[src/rtl/a2d_pkg.sv]
// -----------------------------------------------------------------------------
// a2d_pkg
// Shared definitions for the ADC128S interface: ADC channel numbers for each
// sensor, the conversion sequencer state type, the SCLK divider width and a
// helper that builds the channel-select command word.
// -----------------------------------------------------------------------------
package a2d_pkg;

    // SCLK is the MSB of a free-running divider of this width (clk/32)
    localparam int SCLK_DIV_W = 5;

    // ADC128S input channels wired to each sensor
    localparam logic [2:0] CH_LFT   = 3'd0;
    localparam logic [2:0] CH_RGHT  = 3'd4;
    localparam logic [2:0] CH_BATT  = 3'd5;
    localparam logic [2:0] CH_STEER = 3'd3;

    // Conversion sequencer states
    typedef enum logic [1:0] {
        IDLE,
        CNV,
        GAP,
        READ
    } a2d_state_t;

    // Command word that selects a channel for the following transaction
    function automatic logic [15:0] cnv_cmd(input logic [2:0] ch);
        return {2'b00, ch, 11'h000};
    endfunction

endpackage

[src/rtl/spi_mstr16.sv]
// -----------------------------------------------------------------------------
// spi_mstr16
// 16-bit SPI master, MSB first, SCLK = clk/32 idling high. MOSI changes on
// SCLK falling edges; MISO is captured one clk before each SCLK rising edge.
// A transaction lasts 521 clk from SS_n falling to SS_n rising.
//
// Ports:
//   clk      in   system clock
//   rst_n    in   asynchronous active-low reset
//   wrt      in   start a transaction with cmd (ignored while busy)
//   cmd      in   16-bit word to shift out
//   MISO     in   serial data from the slave
//   done     out  one-clk pulse when the transaction has finished
//   rd_data  out  16-bit word received during the last transaction
//   SS_n     out  active-low slave select
//   SCLK     out  serial clock
//   MOSI     out  serial data to the slave
// -----------------------------------------------------------------------------
module spi_mstr16
    import a2d_pkg::*;
(
    input  logic        clk,
    input  logic        rst_n,
    input  logic        wrt,
    input  logic [15:0] cmd,
    input  logic        MISO,
    output logic        done,
    output logic [15:0] rd_data,
    output logic        SS_n,
    output logic        SCLK,
    output logic        MOSI
);

    // The divider starts part way through the high phase so SS_n leads the
    // first SCLK fall by 9 clk; 11111 is the clk before a fall and 01111 the
    // clk before a rise.
    localparam logic [SCLK_DIV_W-1:0] DIV_START = 5'b10111;
    localparam logic [SCLK_DIV_W-1:0] DIV_LAST  = '1;
    localparam logic [SCLK_DIV_W-1:0] DIV_SMPL  = {1'b0, {(SCLK_DIV_W-1){1'b1}}};

    logic                  busy;
    logic [SCLK_DIV_W-1:0] sclk_div;
    logic [4:0]            bit_cnt;
    logic [15:0]           tx_shft;
    logic [15:0]           rx_shft;
    logic                  smpl;
    logic                  shft;
    logic                  finish;

    assign smpl   = busy && (sclk_div == DIV_SMPL);
    // The first SCLK fall must not shift: bit 15 is already on MOSI.
    assign shft   = busy && (sclk_div == DIV_LAST) && (bit_cnt != 5'd0) && (bit_cnt != 5'd16);
    // After the 16th sample, end where the next fall would have been so
    // SCLK never drops again.
    assign finish = busy && (sclk_div == DIV_LAST) && (bit_cnt == 5'd16);

    always_ff @(posedge clk or negedge rst_n) begin
        if (!rst_n) begin
            busy     <= 1'b0;
            sclk_div <= DIV_START;
            bit_cnt  <= 5'd0;
            tx_shft  <= 16'h0000;
            rx_shft  <= 16'h0000;
            SS_n     <= 1'b1;
            done     <= 1'b0;
        end else begin
            done <= 1'b0;
            if (!busy) begin
                if (wrt) begin
                    busy     <= 1'b1;
                    SS_n     <= 1'b0;
                    sclk_div <= DIV_START;
                    bit_cnt  <= 5'd0;
                    tx_shft  <= cmd;
                end
            end else if (finish) begin
                busy     <= 1'b0;
                SS_n     <= 1'b1;
                done     <= 1'b1;
                tx_shft  <= 16'h0000;
                sclk_div <= DIV_START;
            end else begin
                sclk_div <= sclk_div + 1'b1;
                if (smpl) begin
                    rx_shft <= {rx_shft[14:0], MISO};
                    bit_cnt <= bit_cnt + 5'd1;
                end
                if (shft) begin
                    tx_shft <= {tx_shft[14:0], 1'b0};
                end
            end
        end
    end

    assign SCLK    = sclk_div[SCLK_DIV_W-1];
    assign MOSI    = tx_shft[15];
    assign rd_data = rx_shft;

endmodule

[src/rtl/a2d_intf.sv]
// -----------------------------------------------------------------------------
// a2d_intf
// Sequences conversions on an ADC128S. Each nxt pulse (accepted only while
// idle) converts the next channel in round-robin order 0, 4, 5 (then 3 when
// the steering pot is enabled). A conversion is a channel-select transaction
// followed, after a 2-clk gap, by a read transaction whose low 12 bits are
// stored in that channel's result register.
//
// Build option:
//   A2D_STEER_POT_EN  adds the steer_pot output (channel 3) to the rotation.
//
// Ports:
//   clk        in   system clock
//   rst_n      in   asynchronous active-low reset
//   nxt        in   one-clk request to convert the next channel
//   lft_ld     out  left load cell reading (channel 0)
//   rght_ld    out  right load cell reading (channel 4)
//   batt       out  battery reading (channel 5)
//   steer_pot  out  steering pot reading (channel 3, optional)
//   SS_n       out  SPI select to the ADC
//   SCLK       out  SPI clock to the ADC
//   MOSI       out  SPI data to the ADC
//   MISO       in   SPI data from the ADC
// -----------------------------------------------------------------------------
module a2d_intf
    import a2d_pkg::*;
(
    input  logic        clk,
    input  logic        rst_n,
    input  logic        nxt,
`ifdef A2D_STEER_POT_EN
    output logic [11:0] steer_pot,
`endif
    output logic [11:0] lft_ld,
    output logic [11:0] rght_ld,
    output logic [11:0] batt,
    output logic        SS_n,
    output logic        SCLK,
    output logic        MOSI,
    input  logic        MISO
);

`ifdef A2D_STEER_POT_EN
    localparam logic [1:0] LAST_IDX = 2'd3;
`else
    localparam logic [1:0] LAST_IDX = 2'd2;
`endif

    a2d_state_t  state;
    a2d_state_t  nxt_state;
    logic        gap_cnt;
    logic [1:0]  rr_idx;
    logic [2:0]  cur_ch;
    logic        wrt;
    logic [15:0] cmd;
    logic        done;
    logic [15:0] rd_data;
    logic        wr_result;
    logic        unused_msbs;

    // The ADC returns four leading bits that carry no data.
    assign unused_msbs = ^rd_data[15:12];

    spi_mstr16 u_spi (
        .clk     (clk),
        .rst_n   (rst_n),
        .wrt     (wrt),
        .cmd     (cmd),
        .MISO    (MISO),
        .done    (done),
        .rd_data (rd_data),
        .SS_n    (SS_n),
        .SCLK    (SCLK),
        .MOSI    (MOSI)
    );

    // Round-robin position to ADC channel
    always_comb begin
        cur_ch = CH_LFT;
        case (rr_idx)
            2'd0:    cur_ch = CH_LFT;
            2'd1:    cur_ch = CH_RGHT;
            2'd2:    cur_ch = CH_BATT;
`ifdef A2D_STEER_POT_EN
            2'd3:    cur_ch = CH_STEER;
`endif
            default: cur_ch = CH_LFT;
        endcase
    end

    // State register; gap_cnt is high only on the second clk spent in GAP
    always_ff @(posedge clk or negedge rst_n) begin
        if (!rst_n) begin
            state   <= IDLE;
            gap_cnt <= 1'b0;
        end else begin
            state   <= nxt_state;
            gap_cnt <= (state == GAP) && !gap_cnt;
        end
    end

    // Next state and SPI requests
    always_comb begin
        nxt_state = state;
        wrt       = 1'b0;
        cmd       = 16'h0000;
        wr_result = 1'b0;
        case (state)
            IDLE: begin
                if (nxt) begin
                    wrt       = 1'b1;
                    cmd       = cnv_cmd(cur_ch);
                    nxt_state = CNV;
                end
            end
            CNV: begin
                if (done) begin
                    nxt_state = GAP;
                end
            end
            GAP: begin
                if (gap_cnt) begin
                    wrt       = 1'b1;
                    nxt_state = READ;
                end
            end
            READ: begin
                if (done) begin
                    wr_result = 1'b1;
                    nxt_state = IDLE;
                end
            end
            default: nxt_state = IDLE;
        endcase
    end

    // Result registers and round-robin index, updated together at the end
    // of the read transaction
    always_ff @(posedge clk or negedge rst_n) begin
        if (!rst_n) begin
            rr_idx    <= 2'd0;
            lft_ld    <= 12'h000;
            rght_ld   <= 12'h000;
            batt      <= 12'h000;
`ifdef A2D_STEER_POT_EN
            steer_pot <= 12'h000;
`endif
        end else if (wr_result) begin
            case (cur_ch)
                CH_LFT:   lft_ld    <= rd_data[11:0];
                CH_RGHT:  rght_ld   <= rd_data[11:0];
                CH_BATT:  batt      <= rd_data[11:0];
`ifdef A2D_STEER_POT_EN
                CH_STEER: steer_pot <= rd_data[11:0];
`endif
                default:  ;
            endcase
            rr_idx <= (rr_idx == LAST_IDX) ? 2'd0 : rr_idx + 2'd1;
        end
    end

endmodule

[config.mk]
export PLATFORM = sky130hd
export DESIGN_NAME = a2d_intf
export DESIGN_NICKNAME = d
export VERILOG_FILES = /design/src/rtl/a2d_pkg.sv /design/src/rtl/spi_mstr16.sv /design/src/rtl/a2d_intf.sv
export SDC_FILE = /design/constraint.sdc
export NUM_CORES = 1
export LEC_CHECK = 0
export BUFFER_PORTS_ARGS = -buffer_cell sky130_fd_sc_hd__buf_2
export CAP_MARGIN = 20
export CORE_MARGIN = 5
export CORE_UTILIZATION = 45
export DETAILED_ROUTE_END_ITERATION = 7
export PLACE_DENSITY_LB_ADDON = 0.3
export SYNTH_ARGS = -nofsm -noshare
export SYNTH_HDL_FRONTEND = slang
export SYNTH_SLANG_ARGS = --single-unit
[constraint.sdc]
create_clock -name clk -period 2.5 [get_ports clk]
set_input_delay 0.125 -clock clk [delete_from_list [all_inputs] [get_ports clk]]
set_output_delay 0.125 -clock clk [all_outputs]
set_load 0.02 [all_outputs]
==> results of run 1 <==
-- metal layers --
metal | up-vias | global-route usage, %
met4 | 0 | 5.86
li1 | 925 | -
met1 | 1006 | 18.5
met3 | 9 | 4.67
met2 | 39 | 21.8
met5 | - | 0
-- per-stage QoR --
stage | power, mW | cell area (um^2) | worst slack [ns]
4_1_cts | 3.30 | 3660 | 0.188
5_1_grt | 3.48 | 3660 | 0.0711
3_5_place_dp | 2.35 | 3440 | 0.219
3_3_place_gp | 2.32 | 3440 | 0.276
6_report | 3.26 | 3660 | 0.185
2_1_floorplan | 2.12 | 3120 | 0.446
-- sequential cells by signal, indices dropped and copies added, names as in the netlist --
| signal | flops |
|---|---|
| u_spi.SS_n | 1 |
| batt | 12 |
| lft_ld | 12 |
| u_spi.sclk_div | 5 |
| rr_idx | 2 |
| u_spi.bit_cnt | 5 |
| u_spi.rd_data | 12 |
| state | 2 |
| u_spi.done | 1 |
| gap_cnt | 1 |
| u_spi.tx_shft | 5 |
| rght_ld | 12 |
| u_spi.busy | 1 |
-- power groups by stage --
stage | combinational [mW] | clock, mW | sequential [mW]
finish | 0.837 | 0.933 | 1.49
global route | 0.939 | 1.02 | 1.52
CTS | 0.843 | 0.963 | 1.49
detailed placement | 0.839 | 0 | 1.51
global placement | 0.814 | 0 | 1.50
floorplan | 0.640 | 0 | 1.48
-- final timing paths --
path	end	cells after the start	startpoint	slack, ns
setup reg to reg	u_spi.rd_data[8]$_DFFE_PN0P_	6	u_spi.sclk_div[0]$_DFFE_PN1P_	0.19
min in group asynchronous	rght_ld[6]$_DFFE_PN0P_	2	rst_n	0.36
hold / removal	u_spi.rd_data[0]$_DFFE_PN0P_	2	MISO	0.02
max in group asynchronous	u_spi.SS_n$_DFFE_PN1P_	3	rst_n	1.42
hold reg to reg	batt[7]$_DFFE_PN0P_	1	batt[7]$_DFFE_PN0P_	0.50
setup / recovery	u_spi.rd_data[8]$_DFFE_PN0P_	6	u_spi.sclk_div[0]$_DFFE_PN1P_	0.19
-- final cells by class --
type | count | share of cell area (%)
repair buffers | 46 | 6.97
well taps | 96 | 3.28
clock buffers | 10 | 3.76
clock inverters | 6 | 1.88
flip-flops and latches | 71 | 48.7
multi-input cells | 140 | 34.2
inverters | 12 | 1.23
-- worst reg2reg max path, cell delays in order, from the launching register on --
cell and delay, ns:
dfstp_2 0.39, ha_1 0.22, and3_1 0.17, ha_1 0.25
and2_0 0.33, a21oi_4 0.45, mux2_2 0.40
-- kinds of logic (layout without fill, tap and decap cells) --
kind of cell	after synthesis	after routing
buffers and inverters	20	74
adder cells (fa/ha/maj)	13	13
flip-flops	71	71
XOR/XNOR	2	2
multiplexers	52	52
AND/OR/NAND/NOR	37	37
AO/OA/AOI/OAI	36	36
-- cells in the final DEF (no fill, tap or decap), types with 3 or more instances in the layout --
cell	count
inv_1	12
a21oi_1	7
nand4_1	5
ha_1	13
nand2_1	9
o21ai_0	4
o21ai_2	3
nor2_1	5
clkbuf_8	10
nand3_1	6
buf_2	42
dfstp_2	5
dfrtp_1	66
mux2_2	51
==> results.sh, run 1 <==
export IMPL_outcome="finished, final reports clean"
export IMPL_fin_crit_sh_pct=92.6
export IMPL_grt_antenna_before_repair=0
export IMPL_post_cts_buffers=0
export IMPL_crit_type="reg2reg"
export IMPL_rsz0062_at_grt="no"
export IMPL_hold_ws_ns=0.0220
export IMPL_yosysTopAreaCell="dfrtp_1"
export IMPL_critPathCaptureType="flip-flop"
export IMPL_routedWlPerCell_um=15.0
export IMPL_cts_root_buf="clkbuf_8"
export IMPL_netlist_area_mm2=0.00312
export IMPL_ys_top_cells_by_count="dfrtp_1, mux2_2, ha_1"
export IMPL_synth_simple_area_share_pct=6.77
export IMPL_top_layer_used="met4"
export IMPL_cts_buffer_depth=2
export IMPL_p_int_mw=2.20
export IMPL_syn_inst=231
export IMPL_synth_top_family_by_area="multiplexers"
export IMPL_yosys_area_share_xor_xnor_pct=0.561
export IMPL_synth_cell_types=44
export IMPL_max_cap_violations=0
export IMPL_netlist_area_leader_share_pct=52.9
export IMPL_grt_first_pass_wirelength_um=9670
export IMPL_rows=30
export IMPL_grt_pass1_vias=2019
export IMPL_combPwrFrac_pct=25.7
export IMPL_ys_ff_latch=71
export IMPL_crit_buf_inv=0
export IMPL_clock_sinks=71
export IMPL_core_area_mm2=0.00679
export IMPL_slowest_delay_ns=0.45
export IMPL_start_util_pct=46.0
export IMPL_worst_path_max_delay_cell="a21oi_4"
export IMPL_p_leak_nw=1.90
export IMPL_syn_num_nets=248
export IMPL_clk_insertion_delay_late_ns=0.34
export IMPL_ios=43
export IMPL_power_switching_mw=1.06
export IMPL_arrival_ns=2.54
export IMPL_netlist_top_cells_area="dfrtp_1, mux2_2, ha_1"
export IMPL_clkPwrFrac_pct=28.6
export IMPL_hold_viol=0
export IMPL_first_pass_iters=4
export IMPL_cts_hold_buffers=1
export IMPL_drt_met1_wl_um=2710
export IMPL_period_needed_ns=2.31
export IMPL_tightest_slew_ns=0.683
export IMPL_n_fill_cell=602
export IMPL_met2_length_um=2670
export IMPL_htreeDepth=3
export IMPL_synth_mux_area_share_pct=18.7
export IMPL_worstPathRequired_ns=2.73
export IMPL_drive_gt1_share_pct=44.9
export IMPL_multi_input_area_mm2=0.00125
export IMPL_synth_yosys_seq_area_share_pct=57.1
export IMPL_place_congestion=0.819
export IMPL_nets=297
export IMPL_ys_async_sr_fraction_pct=100
export IMPL_numCtsBuffers=9
export IMPL_drv_slew=0
export IMPL_critical_path_top_delay_family="simple AND/OR/NAND/NOR gates"
export IMPL_fmax_ghz=0.432
export IMPL_dieHeight_um=93.3
export IMPL_hold_class="in2reg"
export IMPL_register_area_mm2=0.00178
export IMPL_synthFlopType="dfrtp_1"
export IMPL_synth_yosys_warnings=0
export IMPL_cts_tree="done"
export IMPL_cellPowerDensity_mw_per_mm2=891
export IMPL_stdcell_count=381
export IMPL_dp_cells=364
export IMPL_fin_tns_setup_ns=0
export IMPL_start_kind="flip-flop"
export IMPL_vias=1979
export IMPL_dieArea_mm2=0.00871
export IMPL_slew_headroom_pct=54.3
export IMPL_synth_most_common_cell="dfrtp_1"
export IMPL_dp_hpwl_um=3930
export IMPL_report_final_setup_viol=0
export IMPL_ctsResizeCount=0
export IMPL_grt_usage_pct=14.2
export IMPL_grt_max_degree=43
export IMPL_dr_wl_met3_um=287
export IMPL_synth_compound_area_share_pct=8.81
export IMPL_avgSynthCellArea_um2=13.5
export IMPL_ant_nets=0
export IMPL_syn_to_final_growth_pct=17.2
export IMPL_sequentialPowerShare_pct=45.7
export IMPL_crit_fanout=13
export IMPL_port_buffers=42
export IMPL_vias_per_cell=5.19
export IMPL_path_cells="ha_1 > and3_1 > ha_1 > and2_0 > a21oi_4 > mux2_2"
export IMPL_first_iter_violations=50
export IMPL_die_x_um=93.3
export IMPL_synth_edf_count=0
export IMPL_grt_remaining_overflow=0
export IMPL_peakVddDrop_v=0.000582
export IMPL_crit_path_frequent_cell="ha_1"
export IMPL_antenna_cells_inserted=0
export IMPL_synthAdderAreaFrac_pct=5.21
export IMPL_wirelength_um=5720
export IMPL_fin_skew_ns=0.0104
export IMPL_route_detailed_drc=0
export IMPL_swShare_pct=32.7
export IMPL_clkTransAtPathRegs_ns=0.08
export IMPL_fin_util_pct=53.9
Power figures use the tool's default switching activity.
==> run 2, diff against run 1 <==
--- a/config.mk
+++ b/config.mk
@@ -7,7 +7,6 @@
 export LEC_CHECK = 0
 export BUFFER_PORTS_ARGS = -buffer_cell sky130_fd_sc_hd__buf_2
 export CAP_MARGIN = 20
-export CORE_MARGIN = 5
 export CORE_UTILIZATION = 45
 export DETAILED_ROUTE_END_ITERATION = 7
 export PLACE_DENSITY_LB_ADDON = 0.3
==> constraint.sdc (replaced) <==
create_clock -name clk -period 2.5 [get_ports clk]
set_input_delay 0.25 -clock clk [delete_from_list [all_inputs] [get_ports clk]]
set_output_delay 0.25 -clock clk [all_outputs]
set_load 0.02 [all_outputs]
==> results.sh, run 2 (synthesis results as in run 1) <==
export IMPL_worstPathRequired_ns=2.72
export IMPL_pre_cts_ws_ns=0.289
export IMPL_hold_class="in2reg"
export IMPL_nets=299
export IMPL_ios=43
export IMPL_crit_path_frequent_cell="ha_1"
export IMPL_cts_root_buf="clkbuf_8"
export IMPL_dieHeight_um=85.3
export IMPL_final_cell_mix="dfrtp_1, mux2_2, buf_2"
export IMPL_rsz0062_at_grt="no"
export IMPL_critPathCaptureType="flip-flop"
export IMPL_first_iter_violations=95
export IMPL_timing_rr_end="u_spi.rd_data[7]$_DFFE_PN0P_"
export IMPL_clock_sinks=71
export IMPL_ant_nets=0
export IMPL_rows=30
export IMPL_fin_tns_setup_ns=0
export IMPL_rrSetupSlack_ns=0.28
export IMPL_endpoint="u_spi.rd_data[7]$_DFFE_PN0P_"
export IMPL_p_leak_nw=1.89
export IMPL_routedWlPerCell_um=15.1
export IMPL_fin_crit_sh_pct=88.8
export IMPL_numCtsBuffers=9
export IMPL_antenna_cells_inserted=0
export IMPL_start_util_pct=46.2
export IMPL_drive_gt1_share_pct=45.3
export IMPL_grt_busiest_layer="met2"
export IMPL_ctsResizeCount=0
export IMPL_syn_to_final_growth_pct=16.2
export IMPL_cts_buffer_depth=2
export IMPL_reg2reg_depth=6
export IMPL_cts_tree="done"
export IMPL_core_area_mm2=0.00676
export IMPL_htreeDepth=3
export IMPL_total_power_mw=3.15
export IMPL_start_kind="flip-flop"
export IMPL_peakVddDrop_v=0.000504
export IMPL_first_pass_iters=6
export IMPL_fin_skew_ns=0.00655
export IMPL_grt_antenna_before_repair=0
export IMPL_arrival_ns=2.44
export IMPL_drv_slew=0
export IMPL_dp_hpwl_um=3800
export IMPL_place_congestion=0.782
export IMPL_crit_type="reg2reg"
export IMPL_met1_usage_pct=21.5
export IMPL_grt_first_pass_wirelength_um=9550
export IMPL_crit_buf_inv=0
export IMPL_route_detailed_drc=1
export IMPL_grt_pass1_vias=1993
export IMPL_grt_use_met2_pct=28.1
export IMPL_layout_setup_ws_ns=0.279
export IMPL_path_cells="ha_1 > and3_1 > ha_1 > nand2_1 > a21oi_4 > mux2_2"
export IMPL_report_final_setup_viol=0
export IMPL_fmax_ghz=0.450
export IMPL_final_common_cell="dfrtp_1"
export IMPL_grt_usage_pct=17.2
export IMPL_period_needed_ns=2.22
export IMPL_placed_area_mm2=0.00344
export IMPL_clkTransAtPathRegs_ns=0.08
export IMPL_vias=1990
export IMPL_clk_insertion_delay_late_ns=0.34
export IMPL_cellPowerDensity_mw_per_mm2=869
export IMPL_tightest_slew_ns=0.643
export IMPL_wirelength_um=5530
export IMPL_hold_ws_ns=0.149
export IMPL_grt_remaining_overflow=0
export IMPL_worst_path_max_delay_cell="dfstp_2"
export IMPL_critical_path_top_delay_family="flip-flops"
export IMPL_port_buffers=42
export IMPL_fin_area_mm2=0.00363
export IMPL_use_met3_pct=5.74
export IMPL_vias_per_cell=5.42
export IMPL_slew_headroom_pct=57.0
export IMPL_crit_fanout=13
export IMPL_slowest_delay_ns=0.56
export IMPL_grt_max_degree=72
export IMPL_max_cap_violations=0
export IMPL_critPathLaunch="u_spi.sclk_div[0]$_DFFE_PN1P_"
export IMPL_die_x_um=85.3
export IMPL_violations="DRC"
export IMPL_outcome="finished with violations"
export IMPL_cp_num_cells=6
export IMPL_hold_viol=0
export IMPL_dieArea_mm2=0.00728
export IMPL_r2r_start="u_spi.sclk_div[0]$_DFFE_PN1P_"
[run 2: cell types whose count changed in the layout (fill, tap and decap cells not counted)]
cell        change
inv_6           +1
clkinvlp_4      +1
buf_4           +2
clkinv_4        -2
bufinv_16       -1
clkinv_2        +1
[run 2: area by class of cell]
cell class                 count  area, um^2
tap                           80         100
inverter                      12        45.0
multi-input combinational    140        1250
clock inverter                 6        42.5
timing repair buffer          48         270
sequential                    71        1780
clock buffer                  10         138
fill                         581        3130
[run 2: metal layers]
layer  part of all wire, %  wire length, um  vias to the layer above
met3                   5.0              279                       10
li1                      -                -                      928
met1                    44             2450                      995
met4                   1.7               96                        0
met5                     0                0                        -
met2                    49             2710                       57
[run 2: how the worst min path moves through the flow]
stage	startpoint	endpoint	slack (ns)	depth (start not counted)
finish	MISO	u_spi.rd_data[0]$_DFFE_PN0P_	0.15	2
global route	MISO	u_spi.rd_data[0]$_DFFE_PN0P_	0.14	2
CTS	MISO	u_spi.rd_data[0]$_DFFE_PN0P_	0.14	2
detailed placement	rst_n	lft_ld[6]$_DFFE_PN0P_	0.30	2
global placement	rst_n	lft_ld[6]$_DFFE_PN0P_	0.30	2
floorplan	rst_n	batt[0]$_DFFE_PN0P_	-0.05	0
[run 2: report_power, final]
group	internal, mW	switching, mW	leakage (nW)
combinational	0.381	0.443	0.850
clock	0.390	0.429	0.0891
sequential	1.32	0.185	0.954
total	2.10	1.06	1.89
[run 2: through the flow]
step / instances / utilization (%)
finish: 367 / 53.7
global route: 367 / 53.7
CTS: 367 / 53.7
detailed placement: 350 / 50.9
global placement: 350 / 50.9
floorplan: 231 / -
[run 2: worst register-to-register path, stage by stage (launching register included)]
cell and delay [ns]:
dfstp_2 0.56, ha_1 0.19, and3_1 0.18, ha_1 0.27, nand2_1 0.12, a21oi_4 0.39
mux2_2 0.39
[run 2: what timing repair did]
item / in CTS / in global routing
hold buffers: 1 / 0
buffers inserted: 0 / 0
endpoints found under the hold margin: 66 / 0
==> run 3, diff against run 2 <==
--- a/config.mk
+++ b/config.mk
@@ -9,6 +9,7 @@
 export CAP_MARGIN = 20
 export CORE_UTILIZATION = 45
 export DETAILED_ROUTE_END_ITERATION = 7
+export HOLD_SLACK_MARGIN = 0.15
 export PLACE_DENSITY_LB_ADDON = 0.3
 export SYNTH_ARGS = -nofsm -noshare
 export SYNTH_HDL_FRONTEND = slang
==> results.sh, run 3 (synthesis results as in run 1) <==
export IMPL_rsz0062_at_grt="no"
export IMPL_n_fill_cell=580
export IMPL_stdcell_count=368
export IMPL_drv_slew=0
export IMPL_register_area_mm2=0.00178
export IMPL_report_final_setup_viol=0
export IMPL_first_pass_iters=6
export IMPL_grt_pass1_vias=1993
export IMPL_grt_usage_pct=17.2
export IMPL_fin_area_mm2=0.00364
export IMPL_p_leak_nw=1.90
export IMPL_tightest_slew_ns=0.642
export IMPL_hold_viol=0
export IMPL_final_cell_mix="dfrtp_1, mux2_2, buf_2"
export IMPL_route_detailed_drc=1
export IMPL_clkTransAtPathRegs_ns=0.08
export IMPL_max_cap_violations=0
export IMPL_crit_type="reg2reg"
export IMPL_cts_tree="done"
export IMPL_first_iter_violations=82
export IMPL_drive_gt1_share_pct=45.1
export IMPL_numCtsBuffers=9
export IMPL_start_util_pct=46.2
export IMPL_grt_antenna_before_repair=0
export IMPL_worst_path_max_delay_cell="dfstp_2"
export IMPL_cts_buffer_depth=2
export IMPL_clock_sinks=71
export IMPL_dp_cells=350
export IMPL_antenna_cells_inserted=0
export IMPL_rows=30
export IMPL_fin_crit_sh_pct=88.6
export IMPL_total_power_mw=3.15
export IMPL_vias_per_cell=5.40
export IMPL_placed_area_mm2=0.00344
export IMPL_ios=43
export IMPL_violations="DRC"
export IMPL_dieHeight_um=85.3
export IMPL_dieArea_mm2=0.00728
export IMPL_port_buffers=42
export IMPL_hold_class="in2reg"
export IMPL_worstPathRequired_ns=2.72
export IMPL_slew_headroom_pct=57.1
export IMPL_fin_skew_ns=0.00564
export IMPL_crit_path_frequent_cell="ha_1"
export IMPL_slowest_delay_ns=0.56
export IMPL_crit_buf_inv=0
export IMPL_nets=300
export IMPL_routedWlPerCell_um=15.0
export IMPL_core_area_mm2=0.00676
export IMPL_grt_max_degree=72
export IMPL_syn_to_final_growth_pct=16.5
export IMPL_wirelength_um=5540
export IMPL_place_congestion=0.782
export IMPL_clk_insertion_delay_late_ns=0.34
export IMPL_fmax_ghz=0.451
export IMPL_fin_tns_setup_ns=0
export IMPL_vias=1989
export IMPL_path_cells="ha_1 > and3_1 > ha_1 > nand2_1 > a21oi_4 > mux2_2"
export IMPL_grt_remaining_overflow=0
export IMPL_crit_fanout=13
export IMPL_die_x_um=85.3
export IMPL_dp_hpwl_um=3800
export IMPL_critical_path_top_delay_family="flip-flops"
export IMPL_critPathCaptureType="flip-flop"
export IMPL_arrival_ns=2.44
export IMPL_outcome="finished with violations"
export IMPL_cellPowerDensity_mw_per_mm2=866
export IMPL_multi_input_area_mm2=0.00125
export IMPL_period_needed_ns=2.22
export IMPL_start_kind="flip-flop"
export IMPL_fin_util_pct=53.9
export IMPL_cts_root_buf="clkbuf_8"
export IMPL_htreeDepth=3
export IMPL_peakVddDrop_v=0.000505
export IMPL_ant_nets=0
export IMPL_grt_first_pass_wirelength_um=9550
export IMPL_final_common_cell="dfrtp_1"
-- run 3: changes by cell type in the layout (fill, tap and decap cells not counted) --
cell,before,now
dlygate4sd3_1,1,2
-- run 3: report_power, final --
| part | internal (mW) | leakage [nW] | switching [mW] |
|---|---|---|---|
| Combinational | 0.382 | 0.854 | 0.442 |
| Sequential | 1.32 | 0.954 | 0.185 |
| Clock | 0.390 | 0.0891 | 0.429 |
| Total | 2.10 | 1.90 | 1.06 |
-- run 3: path summary, 6_finish.rpt --
check | to | cells past startpoint | start | slack, ns
max in group asynchronous | u_spi.sclk_div[4]$_DFFE_PN1P_ | 3 | rst_n | 1.70
setup reg to reg | u_spi.rd_data[7]$_DFFE_PN0P_ | 6 | u_spi.sclk_div[0]$_DFFE_PN1P_ | 0.28
setup / recovery | u_spi.rd_data[7]$_DFFE_PN0P_ | 6 | u_spi.sclk_div[0]$_DFFE_PN1P_ | 0.28
hold reg to reg | batt[6]$_DFFE_PN0P_ | 1 | batt[6]$_DFFE_PN0P_ | 0.50
min in group asynchronous | lft_ld[6]$_DFFE_PN0P_ | 3 | rst_n | 0.47
hold / removal | u_spi.tx_shft[11]$_DFFE_PN0P_ | 4 | nxt | 0.38
-- run 3: cell type report --
cell class,instances,share of cell area (%)
clock buffer,10,3.78
tap,80,2.75
inverter,12,1.24
multi-input combinational,140,34.4
sequential,71,49.0
clock inverter,6,1.17
timing repair buffer,49,7.70
-- run 3: stage by stage --
| step | hold WS (ns) | worst slack, ns |
|---|---|---|
| finish | 0.382 | 0.284 |
| CTS | 0.365 | 0.271 |
| detailed placement | 0.305 | 0.289 |
| global route | 0.382 | 0.145 |
| floorplan | -0.0456 | 0.446 |
| global placement | 0.305 | 0.350 |
-- run 3: timing repair --
action / CTS / global route
resized for setup: 0 / 0
setup buffers: 0 / 0
endpoints found under the hold margin: 67 / 0
hold buffers: 2 / 0
-- run 3: layer usage --
layer / share of wire (%) / up-vias / GRT usage, %
met5: 0 / - / 0
met1: 44 / 997 / 21.5
met4: 1.7 / 0 / 5.91
met3: 4.9 / 10 / 5.74
met2: 49 / 51 / 28.1
li1: - / 931 / -
-- run 3: worst min-delay path: stages --
cell and delay [ns]:
buf_2 0.13, and3b_1 0.18, nand2_1 0.08, o21ai_2 0.05
